[src/rtl/counter_arbiter.sv]
// =============================================================================
// Module   : counter_arbiter
// Brief    : Round-robin arbiter sharing one up-counter among N requesters.
// Revision : 1.0 - initial release
// =============================================================================
`default_nettype none

module counter_arbiter #(
    parameter int N  = 4,
    parameter int CW = 8,
    parameter int IW = 2
) (
    input  logic            clk,
    input  logic            rst_n,
    input  logic [N-1:0]    req,
    input  logic [N*CW-1:0] len,
    input  logic            hold,
    output logic [N-1:0]    gnt,
    output logic [CW-1:0]   cnt,
    output logic            busy,
    output logic            done,
    output logic [IW-1:0]   done_id
);

    typedef enum logic [1:0] {
        S_IDLE = 2'd0,
        S_RUN  = 2'd1,
        S_DONE = 2'd2
    } state_t;

    // Last winner starts at N-1 so requester 0 is searched first.
    localparam logic [IW-1:0] c_LAST_RST = IW'(N - 1);

    state_t          state_q, state_d;
    logic [N-1:0]    gnt_q, gnt_d;
    logic [CW-1:0]   cnt_q, cnt_d;
    logic            busy_q, busy_d;
    logic            done_q, done_d;
    logic [IW-1:0]   done_id_q, done_id_d;
    logic [CW-1:0]   len_l_q, len_l_d;
    logic [IW-1:0]   last_q, last_d;

    logic            w_found;
    logic [IW-1:0]   w_pick;
    logic [IW:0]     w_cand;
    logic [N-1:0]    w_pick_oh;
    logic [CW-1:0]   w_pick_len;

    // Search last+1, last+2, ... modulo N; the sum is below 2N so one wrap suffices.
    always_comb begin
        w_found = 1'b0;
        w_pick  = last_q;
        w_cand  = '0;
        for (int k = 1; k <= N; k++) begin
            w_cand = {1'b0, last_q} + (IW + 1)'(k);
            if (w_cand >= (IW + 1)'(N)) begin
                w_cand = w_cand - (IW + 1)'(N);
            end
            if (!w_found && req[w_cand[IW-1:0]]) begin
                w_found = 1'b1;
                w_pick  = w_cand[IW-1:0];
            end
        end
    end

    always_comb begin
        w_pick_oh  = '0;
        w_pick_len = '0;
        for (int i = 0; i < N; i++) begin
            if (w_pick == IW'(i)) begin
                w_pick_oh[i] = 1'b1;
                w_pick_len   = len[i*CW +: CW];
            end
        end
    end

    always_comb begin
        state_d   = state_q;
        gnt_d     = gnt_q;
        cnt_d     = cnt_q;
        busy_d    = busy_q;
        done_d    = 1'b0;
        done_id_d = done_id_q;
        len_l_d   = len_l_q;
        last_d    = last_q;
        case (state_q)
            S_IDLE: begin
                if (w_found) begin
                    state_d = S_RUN;
                    gnt_d   = w_pick_oh;
                    cnt_d   = '0;
                    busy_d  = 1'b1;
                    len_l_d = w_pick_len;
                    last_d  = w_pick;
                end
            end
            S_RUN: begin
                if (hold) begin
                    state_d = S_RUN;
                end else if (cnt_q != len_l_q) begin
                    cnt_d = cnt_q + CW'(1);
                end else begin
                    // Final count stays visible through DONE and IDLE.
                    state_d   = S_DONE;
                    gnt_d     = '0;
                    done_d    = 1'b1;
                    done_id_d = last_q;
                end
            end
            S_DONE: begin
                state_d = S_IDLE;
                busy_d  = 1'b0;
            end
            default: begin
                state_d = S_IDLE;
                gnt_d   = '0;
                busy_d  = 1'b0;
            end
        endcase
    end

    always_ff @(posedge clk or negedge rst_n) begin
        if (!rst_n) begin
            state_q   <= S_IDLE;
            gnt_q     <= '0;
            cnt_q     <= '0;
            busy_q    <= 1'b0;
            done_q    <= 1'b0;
            done_id_q <= '0;
            len_l_q   <= '0;
            last_q    <= c_LAST_RST;
        end else begin
            state_q   <= state_d;
            gnt_q     <= gnt_d;
            cnt_q     <= cnt_d;
            busy_q    <= busy_d;
            done_q    <= done_d;
            done_id_q <= done_id_d;
            len_l_q   <= len_l_d;
            last_q    <= last_d;
        end
    end

    assign gnt     = gnt_q;
    assign cnt     = cnt_q;
    assign busy    = busy_q;
    assign done    = done_q;
    assign done_id = done_id_q;

endmodule

`default_nettype wire

[config.mk]
export PLATFORM = sky130hd
export DESIGN_NAME = counter_arbiter
export DESIGN_NICKNAME = d
export VERILOG_FILES = /design/src/rtl/counter_arbiter.sv
export SDC_FILE = /design/constraint.sdc
export NUM_CORES = 1
export LEC_CHECK = 0
export ABC_AREA = 1
export BUFFER_PORTS_ARGS = -buffer_cell sky130_fd_sc_hd__buf_2
export CORE_MARGIN = 1.5
export CORE_UTILIZATION = 57
export CTS_CLUSTER_SIZE = 14
export DETAILED_ROUTE_END_ITERATION = 6
export PLACE_DENSITY = 0.88
export RECOVER_POWER = 100
export SLEW_MARGIN = 20
export SYNTH_ARGS = -nofsm -noshare
export SYNTH_HDL_FRONTEND = slang
export SYNTH_SLANG_ARGS = --single-unit
[constraint.sdc]
create_clock -name clk -period 5.74 [get_ports clk]
set_input_delay 0.287 -clock clk [delete_from_list [all_inputs] [get_ports clk]]
set_output_delay 0.287 -clock clk [all_outputs]
set_load 0.02 [all_outputs]
# Yosys cells after proc, flatten, opt, wreduce, memory -nomap -nowiden
# Index checks and enable logic that the tools add are counted.
# totals
register_bits,28
in_bits,39
word_cells,100
out_inout_bits,16
# classes
n_reduce_logical,15
magnitude_cmp,8
n_addsub,9
mux,45
bitwise_logic,4
eq_ne,11
# op_table
op,n
8-bit two-way mux,7
2-bit two-way mux,11
1-bit two-way mux,16
8-bit case mux with 2 select lines,1
"3-bit >= comparator, second input constant",4
"2-bit by 3-bit < comparator with 1-bit output, second input constant",4
4-bit two-way mux,3
4-bit case mux with 3 select lines,1
"8-bit by 1-bit adder with 8-bit output, second input constant",1
1-bit binary-select mux with 2-bit select,4
"2-bit inequality test, second input constant",4
8-bit inequality test,1
4-bit AND reduction,2
"2-bit by 1-bit subtractor with 2-bit output, second input constant",4
"2-bit by 2-bit adder with 3-bit output, second input constant",2
"2-bit == test, second input constant",3
2-bit AND reduction,3
"2-bit by 1-bit == test with 1-bit output, second input constant",2
2-bit logical NOT,2
1-bit NOT,4
2-bit case mux with 2 select lines,1
"2-bit by 1-bit adder with 3-bit output, second input constant",1
"2-bit by 3-bit adder with 3-bit output, second input constant",1
1-bit logical AND,3
other kinds (5),7

# Longest topological paths before layout
# Gate-level depths: netlist of the first run.
# logic_depth
ltp_word,20
depth_mapped,16
ltp_nobuf,15

# Least setup slack after synthesis of the first run
# Ideal clock, no wire load.
# synth_path
kind,register to register
start,reg last_q[0]
end,reg len_l_q[5]
setup_slack_ns,3.897
stages_incl_launch_ff,15
arrival_ns,1.725
n_path_buf,3
path_cell_list,dfstp_2 -> buf_6 -> inv_4 -> nand2_1 -> nand2_2 -> nand2_4 -> nand2_4 -> o21ai_1 -> nand3_2 -> nand2_2 -> buf_6 -> buf_8 -> nand3b_1 -> nand2_1 -> o21ai_2
# synth_via
elab_chain_cells,20
elab_cells_between_ends,47
cone_classes,add/sub: 8; order compare: 4; eq/ne: 3; mux: 24; reduce/logical: 8
# synth_lines
element,line,rtl
start: declaration,41,"logic [IW-1:0] last_q, last_d;"
start signal: assignment,131,last_q <= c_LAST_RST;
start signal: assignment,140,last_q <= last_d;
2-bit by 1-bit adder with 3-bit output,55,"w_cand = {1'b0, last_q} + (IW + 1)'(k);"
3-bit >= comparator or 2-bit by 1-bit subtractor with 2-bit output (tied branches),"56, 57",
2-bit two-way mux,56,if (w_cand >= (IW + 1)'(N)) begin
1-bit binary-select mux with 2-bit select,59,if (!w_found && req[w_cand[IW-1:0]]) begin
1-bit two-way mux (implied by the code),59,
1-bit two-way mux,59,
1-bit logical NOT,59,
1-bit logical AND,59,
1-bit two-way mux,59,
1-bit logical NOT,59,
1-bit logical AND,59,
1-bit two-way mux,59,
1-bit logical NOT,59,
1-bit logical AND,59,
2-bit two-way mux,59,
2-bit logical NOT,70,if (w_pick == IW'(i)) begin
8-bit two-way mux (4 in series),70,
end signal: assignment,139,len_l_q <= len_l_d;
end: declaration,40,"logic [CW-1:0] len_l_q, len_l_d;"
# Several ways; a longest one is shown, not always the timed one. The select of a mux whose other input is x is not followed.
# A chain may end at the register's enable or synchronous reset.

# Final worst setup path of the first run
# layout_path
start,reg last_q[0]
end,reg len_l_q[1]
# The elaborated chain is that of the path after synthesis.

==> results of run 1 <==
==> cells in the final DEF, fill, tap and decap left out, types with 3 or more instances in the layout <==
cell	n
nand2_1	112
buf_2	37
inv_1	34
dfrtp_1	26
nand3_1	19
o21ai_0	17
clkbuf_1	17
nor2_1	15
xor2_1	12
nand4_1	11
nand3b_1	8
a21oi_1	5
nand2_2	5
inv_2	3
nand2_4	3
clkbuf_4	3
==> layer usage <==
layer,vias to the layer above,GRT usage
met5,-,0
met4,0,0.0917
met3,12,0.0180
met2,87,0.388
met1,947,0.336
li1,1021,-
==> how the worst max path moves through the flow <==
stage                      end  depth (start not counted)  slack [ns]
CTS                 len_l_q[5]                         13        3.31
finish              len_l_q[1]                         13        2.66
detailed placement  len_l_q[5]                         13        3.34
global route        len_l_q[1]                         13        2.30
floorplan           len_l_q[5]                         14        3.90
global placement    len_l_q[4]                         13        3.41
==> what timing repair did <==
action,in CTS,in global routing
resized for setup,0,0
hold endpoints to repair,26,0
hold buffers,1,0
setup endpoints to repair,0,0
==> cells in the mapped netlist (all sizes together) <==
library cell	count	area [um2]
nand2	120	488
inv	38	145
dfrtp	26	651
nand3	21	120
o21ai	18	113
nor2	15	66.3
xor2	12	105
nand4	11	68.8
buf	8	75.1
nand3b	8	60.1
a21oi	5	25.0
nor3	3	20.0
or2	3	18.8
dfstp	2	52.6
clkbuf	1	3.75
ha	1	12.5
o31ai	1	12.5
xnor2	1	8.76
==> power by group through the flow <==
stage / clock network [mW] / logic (mW) / registers [mW]
floorplan: 0 / 0.793 / 0.370
global placement: 0 / 0.885 / 0.355
detailed placement: 0 / 0.905 / 0.359
CTS: 0.134 / 0.909 / 0.355
global route: 0.142 / 0.960 / 0.365
finish: 0.131 / 0.850 / 0.355
==> logic make-up (layout without fill, tap and decap cells) <==
kind of cell             count (synthesis)  in the layout
adder cells (fa/ha/maj)                  1              1
flip-flops                              28             28
XOR/XNOR                                13             13
AND/OR/NAND/NOR                        181            181
AO/OA/AOI/OAI                           24             24
buffers and inverters                   47             97
==> area by class of cell <==
type,instances,area share
well taps,46,0.0251
inverters,38,0.0627
flip-flops and latches,28,0.306
repair buffers,55,0.113
clock buffers,3,0.00981
multi-input cells,219,0.470
clock inverters,1,0.0131
==> metrics by stage <==
| step | util | cell area [um2] |
|---|---|---|
| after global placement | 0.677 | 2290 |
| after CTS | 0.695 | 2360 |
| final | 0.677 | 2290 |
| after detailed placement | 0.677 | 2290 |
| after global routing | 0.677 | 2290 |
| after floorplan | - | 2050 |
==> registers in the layout, summed over array words and instances, names as in the netlist <==
signal	flops
done_id	2
busy	1
gnt	4
len_l_q	8
state_q	2
last_q	2
cnt	8
done	1
==> critical path: stages (launching register included) <==
cell	delay, ns
dfstp_1	0.70
clkinvlp_2	0.37
nand2_1	0.16
nand2_2	0.10
nand2_4	0.11
nand2_4	0.07
nor2_1	0.19
nand3_1	0.17
nand2_1	0.32
inv_1	0.37
nand4_1	0.20
nand2_1	0.07
inv_1	0.06
o21ai_0	0.08
==> flow_summary_export.csv, run 1 <==
group,metric,value,unit
status,status,"finished clean",
clocking,clock-root-buffer,"clkbuf_4",
sta,period_needed,3.08,ns
clocking,htreeDepth,1,
sta,period_share,0.537,
die,num_rows,21,
sta,hold_viol_final,0,
place,portBuffers,54,
place,dp.cells,385,
power,ir_drop,430,uV
synthesis,ys_types,31,
finish,area_delta_synth_final,12.2,%
synthesis,synthXorXnorAreaFrac,0.0557,
place,place_congestion,0.962,
synthesis,synth_top_family_by_area,"simple AND/OR/NAND/NOR gates",
grt,grt_max_degree,29,
finish,register_area,703,um2
synthesis,yosysSeqAreaShare,0.344,
grt,grt_pass1_wl,7810,um
sta,fin_ws,2.66,ns
power,power.total,1.34,mW
route,vias_per_cell,5.30,
setup_path,reg2reg_depth,13,
setup_path,criticalPathCategory,"reg -> reg",
grt,grt_antenna_before_repair,0,
route,first_iter_violations,122,
synthesis,synth-compound-area-share,0.0734,
die,start_util,0.604,
setup_path,worstPathRequired,5.97,ns
route,wl,4590,um
clocking,cts_sinks,28,
finish,nFillCells,320,
finish,num_antenna_cells,0,
finish,drive_gt1_frac,0.174,
setup_path,start_kind,"flip-flop",
place,dp_hpwl,3430,um
setup_path,critPathArrivalTime,3.31,ns
finish,multi_input_area,1080,um2
clocking,path_clk_slew,0.15,ns
die,die_x,62.9,um
route,drt.antenna.violating_nets,0,
die,die_h,62.9,um
place,preCtsSetupSlack,3.34,ns
min_path,whs_path_depth,5,
die,dieArea,3960,um2
synthesis,yosys_warnings,0,
power,p_per_area,582,nW/um2
route,route.met3.wl,260,um
min_path,hp-start,"len[0]",
route,topRoutingLayerUsed,"met4",
sta,holdWs,0.258,ns
sta,slew_viol_final,0,
clocking,cts_tree,"done",
clocking,cts_setup_buffers,0,
die,ios,55,
power,swShare,0.550,
grt,overflow,0,
synthesis,synth_cells,294,
setup_path,timing.rr.start,"last_q[0]",
sta,finalSetupTns,0,ns
sta,clock.fmax,324,MHz
route,m1WireLength,2120,um
setup_path,r2r_end,"len_l_q[1]",
synthesis,avgSynthCellArea,6.96,um2
die,core_area,3390,um2
setup_path,crit_fanout,21,
synthesis,ys_seq_elements,28,
route,wl_per_cell,11.8,um
power,p_int,601,uW
sta,worstMarginPinSlew,1.48,ns
synthesis,postSynthNetCount,334,
clocking,clockBufferDepth,2,
run,maxCapViolCount,0,
power,p_leak,1.33,nW
sta,skew,0.00255,ns
route,num_vias,2067,
power,pwr-share-comb,0.636,
route,wl_met2,2120,um
sta,setup_viol,0,
power,power_frac_seq,0.266,
grt,grt_util_all_layers,0.240,
synthesis,syn_area,2050,um2
clocking,cts_made_buffers,3,
setup_path,cp-startpoint,"last_q[0]",
power,power.share.clock,0.098,
synthesis,yosys.area_share.simple,0.412,
sta,relSlewSlack,0.0121,
setup_path,rrSetupSlack,2.66,ns
route,drt_first_pass_iters,5,
synthesis,synthAdderAreaFrac,0.00612,
route,drc_errors,0,
synthesis,synth_mux_area_frac,0,
sta,rsz0062_at_grt,"false",
clocking,insertion_delay,0.33,ns
setup_path,end_kind,"flip-flop",
min_path,holdCritPathClass,"in -> reg",
finish,fin_nets,385,
grt,grt_pass1_vias,1806,
min_path,hold-path-endpoint,"len_l_q[0]",
power,p_sw,735,uW
finish,fin_cells,390,
Note: power is estimated with default switching activity, not from simulation.
==> run 2, diff against run 1 <==
CORE_UTILIZATION = 53   (was 57)
PLACE_DENSITY = 0.82   (was 0.88)
clock period = 3.1 ns   (was 5.74 ns; I/O delays follow)
==> run 2 against run 1 <==
The flow now finishes with violations (capacitance limit, slew limit); cell count is 0.51% higher; die area is 7.2% higher; sequential share of layout area is 0.27 points lower; largest cell class unchanged; via count is 3.3% lower; final area is 0.87% higher; first-iteration DRC count is 48% higher; count of clock-buffer cells in the layout stayed put; clock power is 130% higher; clock skew is 0.00067 ns higher.
==> flow_summary_export.csv, run 2 (synthesis gave the netlist of run 1 again) <==
group,metric,value,unit
run,maxCapViolCount,1,
sta,relSlewSlack,-0.0114,
grt,grt_antenna_before_repair,0,
min_path,whs_path_depth,5,
route,num_vias,1999,
setup_path,r2r_end,"len_l_q[6]",
power,pwr-share-comb,0.625,
grt,grt_pass1_vias,1929,
route,first_iter_violations,181,
finish,fin_nets,385,
setup_path,timing.rr.start,"last_q[0]",
status,violations,"capacitance limit, slew limit",
die,num_rows,22,
finish,num_antenna_cells,0,
power,p_leak,1.33,nW
setup_path,reg2reg_depth,13,
power,p_int,1.16,mW
sta,setup_viol,0,
setup_path,critPathArrivalTime,2.79,ns
route,wl_per_cell,12.0,um
place,dp.cells,387,
power,power_frac_seq,0.260,
finish,fin_cells,392,
grt,grt_pass1_wl,8170,um
clocking,cts_tree,"done",
die,dieArea,4240,um2
place,place_congestion,0.908,
sta,period_share,0.843,
route,drt_first_pass_iters,4,
sta,rsz0062_at_grt,"false",
finish,final_util,0.628,
die,start_util,0.555,
grt,overflow,0,
sta,slew_viol_final,29,
clocking,clock-root-buffer,"clkbuf_8",
min_path,hold-path-endpoint,"len_l_q[3]",
clocking,htreeDepth,1,
route,vias_per_cell,5.10,
min_path,hp-start,"len[3]",
die,core_area,3690,um2
setup_path,criticalPathCategory,"reg -> reg",
clocking,cts_setup_buffers,0,
place,portBuffers,54,
die,die_h,65.1,um
setup_path,start_kind,"flip-flop",
sta,clock.fmax,383,MHz
sta,period_needed,2.61,ns
finish,nFillCells,353,
power,power.total,2.55,mW
grt,grt_max_degree,29,
clocking,path_clk_slew,0.10,ns
place,dp_hpwl,3450,um
power,ir_drop,956,uV
finish,final_common_cell,"nand2_1",
min_path,holdCritPathClass,"in -> reg",
clocking,insertion_delay,0.28,ns
finish,drive_gt1_frac,0.180,
sta,hold_viol_final,0,
clocking,clockBufferDepth,2,
finish,mostFrequentLayoutCells,"113 x nand2_1, 37 x buf_2, 34 x inv_1",
setup_path,crit_fanout,21,
route,drt.antenna.violating_nets,0,
power,p_sw,1.39,mW
clocking,cts_hold_buf,1,
sta,skew,0.00322,ns
sta,holdWs,0.188,ns
finish,area_delta_synth_final,13.1,%
route,wl,4700,um
clocking,post_cts_resized,0,
die,ios,55,
sta,finalSetupTns,0,ns
sta,worstMarginPinSlew,1.52,ns
clocking,cts_sinks,28,
clocking,cts_made_buffers,3,
setup_path,rrSetupSlack,0.49,ns
power,p_per_area,1100,nW/um2
grt,grt_util_all_layers,0.238,
setup_path,end_kind,"flip-flop",
status,status,"complete, but fails checks",
power,power.share.clock,0.115,
setup_path,worstPathRequired,3.28,ns
die,die_x,65.1,um
power,swShare,0.544,
route,drc_errors,0,
==> run 2: changes by cell type in the layout (fill, tap and decap cells not counted), sizes merged <==
cell,delta
inv,+1
clkinvlp,-1
==> run 2: final cells by class <==
type                       count  area (um2)  area share
clock buffer                   3        41.3      0.0178
clock inverter                 1        30.0      0.0130
inverter                      38         145      0.0627
multi-input combinational    219        1080       0.465
sequential                    28         703       0.304
tap                           48        60.1      0.0259
timing repair buffer          55         259       0.112
==> run 2: critical path, cell delays in order, from the launching register on <==
cell and delay [ns]:
dfstp_1 0.71, inv_4 0.10, nand2_1 0.07, nand2_1 0.07
nand2_1 0.12, nand2_1 0.12, nor2_1 0.20, nand3_1 0.15
nand2_1 0.32, inv_2 0.23, nand3_1 0.16, o21ai_0 0.11
inv_1 0.08, nand2_1 0.06
==> run 2: power by group through the flow <==
stage | sequential (mW) | combinational (mW) | clock, mW
2_1_floorplan | 0.686 | 1.47 | 0
3_3_place_gp | 0.660 | 1.65 | 0
3_5_place_dp | 0.667 | 1.68 | 0
4_1_cts | 0.660 | 1.69 | 0.299
5_1_grt | 0.683 | 1.83 | 0.307
6_report | 0.664 | 1.59 | 0.295
==> run 2: worst max-delay path by stage <==
stage                   start          to  slack, ns  depth (start not counted)
floorplan           last_q[0]  len_l_q[5]       1.26                         14
CTS                 last_q[0]  len_l_q[0]       0.75                         13
global route        last_q[0]  len_l_q[4]       0.24                         13
global placement    last_q[0]  len_l_q[4]       0.78                         13
detailed placement  last_q[0]  len_l_q[4]       0.76                         13
finish              last_q[0]  len_l_q[6]       0.49                         13
==> run 2: per-layer routing <==
metal	up-vias	global-route usage	part of all wire
met5	-	0	0
met4	0	0.0755	0.012
met3	6	0.0360	0.062
met2	71	0.410	0.47
met1	897	0.310	0.45
li1	1025	-	-
==> run 2: stage by stage <==
| step | setup slack, ns | area, um2 |
|---|---|---|
| 5_1_grt | 0.238 | 2310 |
| 4_1_cts | 0.748 | 2380 |
| 3_5_place_dp | 0.760 | 2300 |
| 2_1_floorplan | 1.26 | 2050 |
| 3_3_place_gp | 0.776 | 2300 |
| 6_report | 0.486 | 2310 |
